<file path="src/rtl/cpu_pkg.sv">
// Shared CPU definitions: datapath width, fetch defaults and the fetch FSM state encoding.
package cpu_pkg;

    localparam int          XLEN         = 32;
    localparam logic [31:0] RESET_PC_DEF = 32'h0000_0000;
    localparam logic [31:0] PC_INC_DEF   = 32'd4;

    typedef enum logic [1:0] {
        IDLE = 2'd0,
        REQ  = 2'd1,
        WAIT = 2'd2,
        DROP = 2'd3
    } fetch_state_e;

endpackage

</file>
<file path="src/rtl/fetch_buffer.sv">
// One-entry valid/ready holding register between fetch and decode.
module fetch_buffer
    import cpu_pkg::*;
(
    input  logic            clk,
    input  logic            reset_n,
    input  logic            load_i,
    input  logic            flush_i,
    input  logic            consume_i,
    input  logic [XLEN-1:0] instr_i,
    input  logic [XLEN-1:0] pc_i,
    output logic            valid_o,
    output logic [XLEN-1:0] instr_o,
    output logic [XLEN-1:0] pc_o
);

    logic            valid_q, valid_d;
    logic [XLEN-1:0] instr_q, instr_d;
    logic [XLEN-1:0] pc_q, pc_d;

    // Flush beats load beats consume; data is only replaced on load so it stays stable otherwise.
    always_comb begin
        valid_d = valid_q;
        instr_d = instr_q;
        pc_d    = pc_q;
        if (flush_i) begin
            valid_d = 1'b0;
        end else if (load_i) begin
            valid_d = 1'b1;
            instr_d = instr_i;
            pc_d    = pc_i;
        end else if (consume_i) begin
            valid_d = 1'b0;
        end
    end

    always_ff @(posedge clk or negedge reset_n) begin
        if (!reset_n) begin
            valid_q <= 1'b0;
            instr_q <= '0;
            pc_q    <= '0;
        end else begin
            valid_q <= valid_d;
            instr_q <= instr_d;
            pc_q    <= pc_d;
        end
    end

    assign valid_o = valid_q;
    assign instr_o = instr_q;
    assign pc_o    = pc_q;

endmodule

</file>
<file path="src/rtl/instr_fetch_unit.sv">
// Fetch front end: owns the PC, keeps at most one instruction-memory read in flight,
// and hands returned words to decode through a one-entry buffer.
module instr_fetch_unit
    import cpu_pkg::*;
#(
    parameter logic [XLEN-1:0] RESET_PC = RESET_PC_DEF,
    parameter logic [XLEN-1:0] PC_INC   = PC_INC_DEF
) (
    input  logic            clk,
    input  logic            reset_n,
    input  logic            redirect,
    input  logic [XLEN-1:0] redirect_pc,
    output logic            imem_req,
    output logic [XLEN-1:0] imem_addr,
    input  logic            imem_gnt,
    input  logic            imem_rvalid,
    input  logic [XLEN-1:0] imem_rdata,
    output logic            if_valid,
    output logic [XLEN-1:0] if_instr,
    output logic [XLEN-1:0] if_pc,
    input  logic            if_ready
);

    fetch_state_e    state_q, state_d;
    logic [XLEN-1:0] pc_q, pc_d;
    logic [XLEN-1:0] issued_pc_q, issued_pc_d;
    logic            buf_load, buf_flush, buf_free, issue;

    always_comb begin
        state_d     = state_q;
        pc_d        = pc_q;
        issued_pc_d = issued_pc_q;
        buf_load    = 1'b0;
        buf_flush   = 1'b0;
        buf_free    = !if_valid || if_ready;
        imem_req    = (state_q == REQ) && buf_free;
        issue       = imem_req && imem_gnt;

        case (state_q)
            IDLE: state_d = REQ;
            REQ: begin
                // A read granted in the same cycle as a redirect is already stale.
                if (issue) begin
                    state_d     = redirect ? DROP : WAIT;
                    issued_pc_d = pc_q;
                    pc_d        = pc_q + PC_INC;
                end
            end
            WAIT: begin
                if (imem_rvalid) begin
                    state_d  = REQ;
                    buf_load = !redirect;
                end else if (redirect) begin
                    state_d = DROP;
                end
            end
            DROP: begin
                if (imem_rvalid) state_d = REQ;
            end
            default: state_d = IDLE;
        endcase

        if (redirect && (state_q != IDLE)) begin
            pc_d      = redirect_pc & ~32'h3;
            buf_flush = 1'b1;
        end
    end

    always_ff @(posedge clk or negedge reset_n) begin
        if (!reset_n) begin
            state_q     <= IDLE;
            pc_q        <= RESET_PC;
            issued_pc_q <= RESET_PC;
        end else begin
            state_q     <= state_d;
            pc_q        <= pc_d;
            issued_pc_q <= issued_pc_d;
        end
    end

    assign imem_addr = pc_q;

    fetch_buffer u_fetch_buffer (
        .clk       (clk),
        .reset_n   (reset_n),
        .load_i    (buf_load),
        .flush_i   (buf_flush),
        .consume_i (if_valid && if_ready),
        .instr_i   (imem_rdata),
        .pc_i      (issued_pc_q),
        .valid_o   (if_valid),
        .instr_o   (if_instr),
        .pc_o      (if_pc)
    );

endmodule

</file>
<file path="config.mk">
export PLATFORM = sky130hd
export DESIGN_NAME = instr_fetch_unit
export DESIGN_NICKNAME = d
export VERILOG_FILES = /design/src/rtl/cpu_pkg.sv /design/src/rtl/fetch_buffer.sv /design/src/rtl/instr_fetch_unit.sv
export SDC_FILE = /design/constraint.sdc
export NUM_CORES = 1
export LEC_CHECK = 0
export ABC_AREA = 1
export BUFFER_PORTS_ARGS = -buffer_cell sky130_fd_sc_hd__buf_2
export CORE_AREA = 2 2 110 112
export DETAILED_ROUTE_END_ITERATION = 7
export DIE_AREA = 0 0 112 114
export PLACE_DENSITY = 0.8
export SETUP_SLACK_MARGIN = 0.05
export SYNTH_ARGS = -nofsm -noshare
export SYNTH_HDL_FRONTEND = slang
export SYNTH_SLANG_ARGS = --single-unit
</file>
<file path="constraint.sdc">
create_clock -name clk -period 2.2 [get_ports clk]
set_clock_uncertainty 0.15 [all_clocks]
set_input_delay 0.33 -clock clk [delete_from_list [all_inputs] [get_ports clk]]
set_output_delay 0.33 -clock clk [all_outputs]
set_load 0.005 [all_outputs]
</file>
# Word-level counts from Yosys, hierarchy flattened
# Cells that the tools add are included.
# totals
out_inout_bits	98
wordCells	45
in_bits	70
regBits	131
# op_classes
eq_ne	6
add_sub_neg	1
bitwise	1
mux	15
n_reduce_logical	16
# op_table
operator	n
32-bit 2-to-1 mux	3
32-bit by 3-bit adder with 32-bit output, second input constant	1
2-bit 2-to-1 mux	4
2-bit one-hot mux with 4 select lines	1
1-bit 2-to-1 mux	7
2-bit AND reduction	3
2-bit nonzero test	3
2-bit equality test, second input constant	2
1-bit logical AND	4
2-bit inequality test, second input constant	2
3-bit inequality test, second input constant	1
3-bit AND reduction	1
3-bit nonzero test	1
2-bit by 1-bit equality test with 1-bit output, second input constant	1
1-bit logical NOT	2
2-bit logical NOT	1
1-bit logical OR	1
1-bit NOT	1

# Longest topological paths before layout
# logic_depth
ltp_word	7
depth_mapped	12
mapped_depth_nobuf	11

# By module
# From an unflattened synthesis, not the netlist that was laid out.
# unflattened
cells_unflattened	804
hier_area_um2	6187.2
# modules_own_cells
module	area_each_um2	cells_each	seq_area_each_um2	n_inst
instr_fetch_unit	3599.7	521	1551.5	1
fetch_buffer	2587.5	283	1626.6	1

# Worst setup path after synthesis
# Ideal clock, no wire load.
# synth_timing
path_type	register to register
start	register state_q[0]
end	register u_fetch_buffer.instr_q[0], in the netlist u_fetch_buffer.instr_o[0]
arrival_time_ps	1482
path_stages_with_launch	8
setup_time_ps	125
t_required_ps	1925
path_buffers	1
path_slack_ps	443
synth_period_minus_slack_ps	1757
cell_sequence	dfrtp_1 > inv_1 > ha_1 > inv_1 > nor2_1 > nand2_1 > buf_2 > mux2_2
# synth_between
elab_chain_len	5
word_cells_on_any_way	7
classes_between	1 x eq/ne; 2 x mux; 1 x bitwise; 3 x reduce/logical
# synth_lines
item	line	source
start: declaration	instr_fetch_unit.sv:24	fetch_state_e state_q, state_d;
start signal: assignment	instr_fetch_unit.sv:75	state_q <= state_d;
2-bit nonzero test	instr_fetch_unit.sv:63	if (redirect && (state_q != IDLE)) begin
1-bit logical AND	instr_fetch_unit.sv:63	
1-bit 2-to-1 mux	instr_fetch_unit.sv:63	
1-bit NOT (no line)	-	
2-bit AND reduction (no line) (*)	-	
end signal: assignment	fetch_buffer.sv:44	instr_q <= instr_d;
end: declaration	fetch_buffer.sv:18	logic [XLEN-1:0] instr_q, instr_d;
# Mark *: on every way between the ends. The rest lies on a longest branch, timed or not.
# A chain may end at the register's enable or synchronous reset.

# Worst setup path in the final report
# layout_timing
start	register state_q[1]
end	output imem_req
# layout_between
elab_chain_len	2
# layout_lines
item	line	source
2-bit by 1-bit equality test with 1-bit output	instr_fetch_unit.sv:36	imem_req = (state_q == REQ) && buf_free;
1-bit logical AND	instr_fetch_unit.sv:36	
end: declaration	instr_fetch_unit.sv:13	output logic imem_req,
# Every way passes these cells.

==> impl_metrics.json <==
{
  "synth.area.top_cells": "dfrtp_1 (53%), mux2_2 (12%), nand2_1 (11%), o21ai_0 (4.1%), nor2_1 (3.9%)",
  "cts_made_buffers": 17,
  "slowest_stage": "dfrtp_1",
  "yosys.area.top_type": "dfrtp_1",
  "io_pins": 168,
  "max_freq_mhz": 517,
  "synth_seq_cells": 125,
  "overflow": 0,
  "min_path_type": "in2reg",
  "wirelength_um": 14600,
  "drt_iter0_markers": 373,
  "whs_ns": 0.00105,
  "cpPeakStageDelay_ns": 0.42,
  "dr.pass1.iters": 5,
  "areaGrowthSynthToFinish_pct": 28.8,
  "timing.setup.tns_ns": 0,
  "die_area_mm2": 0.0128,
  "clock_path_buffers": 2,
  "yosysSeqAreaShare_pct": 52.6,
  "num_vias": 5059,
  "drc": 0,
  "vias_per_cell": 5.08,
  "rows": 40,
  "drive_gt1_share_pct": 34.1,
  "h-tree-depth": 4,
  "drv_slew": 0,
  "critPathCaptureType": "output port",
  "clk_pin_slew_ns": 0.05,
  "tritoncts": "done",
  "cp.arrival_ns": 1.45,
  "swShare_pct": 36.3,
  "placed_cell_area_mm2": 0.00692,
  "p_per_area_mw_per_mm2": 1420,
  "post-route-period-util_pct": 87.9,
  "synthCells": 658,
  "die_h_um": 114,
  "placed_cells": 950,
  "netlist.area_leader.share_pct": 52.6,
  "crit_type": "reg2out",
  "io_buffer_count": 161,
  "grt_pass1_wl_um": 23600,
  "avgSynthCellArea_um2": 9.03,
  "peakVddDrop_v": 0.000791,
  "core_mm2": 0.0117,
  "place_hpwl_um": 10200,
  "grt_max_degree": 64,
  "cts-root-buf": "clkbuf_16",
  "grt_usage_pct": 23.4,
  "p_clk_share_pct": 25.0,
  "critPathLaunchType": "flip-flop",
  "power.total_mw": 10.9,
  "wl_per_cell_um": 14.6,
  "hold_violations": 0,
  "finalSetupViolCount": 0,
  "first_global_vias": 4772,
  "p_int_mw": 6.91,
  "nets": 912,
  "utilization_pct": 65.4,
  "ant_nets": 0,
  "place_ws_ns": 0.275,
  "antenna_found_initial": 0,
  "cap_violations": 0,
  "synth.distinct_cells": 29,
  "layout_commonest_cell": "nand2_1",
  "mostFrequentLayoutCells": "nand2_1 (181), buf_2 (160), dfrtp_1 (125), nor2_1 (62), mux2_2 (62)",
  "path_max_fanout": 6,
  "finalWorstSetupSlack_ns": 0.266,
  "gp_congestion": 0.889,
  "yosysWarnings": 0,
  "seq_power_share_pct": 38.6,
  "cpMostUsedCell": "inv_1",
  "instances_no_fill": 995,
  "min_period_ns": 1.93,
  "grt_setup_unrepaired": "false",
  "cts.sinks": 125,
  "comb_power_share_pct": 36.4,
  "final_cell_area_mm2": 0.00765,
  "initial_core_util_pct": 50.7,
  "crit_required_ns": 1.72,
  "status": "finished, final reports clean",
  "cts_setup_buffers": 0,
  "leakage_nw": 3.95,
  "diodes": 0,
  "clk_latency_ns": 0.42,
  "crit_chain": "inv_1 -> ha_1 -> inv_1 -> a21oi_1 -> buf_2",
  "die_w_um": 112,
  "power_switching_mw": 3.94,
  "syn_area_mm2": 0.00594
}
-- cell families (layout without fill, tap and decap cells) --
| logic type | after synthesis | after routing | synth area share, % |
|---|---|---|---|
| AND/OR/NAND/NOR | 303 | 303 | 21.2 |
| AO/OA/AOI/OAI | 81 | 81 | 7.18 |
| flip-flops | 125 | 125 | 52.6 |
| adder cells (fa/ha/maj) | 5 | 5 | 1.05 |
| multiplexers | 62 | 62 | 11.7 |
| XOR/XNOR | 1 | 1 | 0.147 |
| other | 1 | 4 | 0.0631 |
| buffers and inverters | 80 | 267 | 6.02 |
-- power by group through the flow --
stage                     registers (mW)  logic, mW  clock network, mW
after CTS                           4.17       3.97               2.75
after floorplan                     4.12       2.37                  0
after global placement              4.15       3.80                  0
after detailed placement            4.20       3.91                  0
after global routing                4.33       4.46               2.88
final                               4.19       3.95               2.71
-- flip-flops by register name, indices dropped and copies added, names as in the netlist --
register / cells
issued_pc_q: 30
u_fetch_buffer.valid_o: 1
state_q: 2
imem_addr: 30
u_fetch_buffer.pc_o: 30
u_fetch_buffer.instr_o: 32
-- final timing paths --
kind / startpoint / to / slack (ns) / depth (start not counted)
max: state_q[1] / imem_req / 0.27 / 5
min: imem_rdata[3] / u_fetch_buffer.instr_o[3] / 0.001 / 2
max reg2reg: state_q[0] / imem_addr[13] / 0.28 / 11
min reg2reg: issued_pc_q[12] / issued_pc_q[12] / 0.33 / 2
max in group asynchronous: reset_n / imem_addr[31] / 1.04 / 3
min in group asynchronous: reset_n / issued_pc_q[16] / 0.25 / 2
-- what timing repair did --
action	CTS	global route
hold buffers	14	1
endpoints found under the hold margin	40	1
setup endpoints to repair	0	2
resized for setup	0	1
-- Yosys cell counts, drive strengths merged --
library cell	instances
a21oi	15
nor2	81
o21ai	61
nor3	3
nand3	34
nand2	184
clkbuf	7
and2	1
ha	5
dfrtp	125
a31oi	2
inv	52
conb	1
xor2	1
mux2	62
buf	21
a22oi	3
-- area by class of cell --
class	instances	area, um2
clock buffers	23	488
clock inverters	7	87.6
fillers	983	4060
inverters	52	198
multi-input cells	456	2480
flip-flops and latches	125	3130
well taps	147	184
repair buffers	185	1090
-- worst max-delay path: cells and delay by family (launching register included) --
| kind | cells | cell delay (ns) |
|---|---|---|
| DFF | 1 | 0.42 |
| AOI/OAI and AO/OA | 1 | 0.10 |
| buffers and inverters | 3 | 0.29 |
| adders and majority gates | 1 | 0.22 |
-- layer usage --
| layer | vias to the layer above | wire length [um] | global-route usage [%] |
|---|---|---|---|
| met4 | 0 | 153 | 6.26 |
| met5 | - | 0 | 0 |
| li1 | 2474 | - | - |
| met2 | 204 | 6970 | 38.3 |
| met3 | 14 | 1080 | 6.00 |
| met1 | 2367 | 6350 | 31.4 |
(Power assumes the default switching activity.)
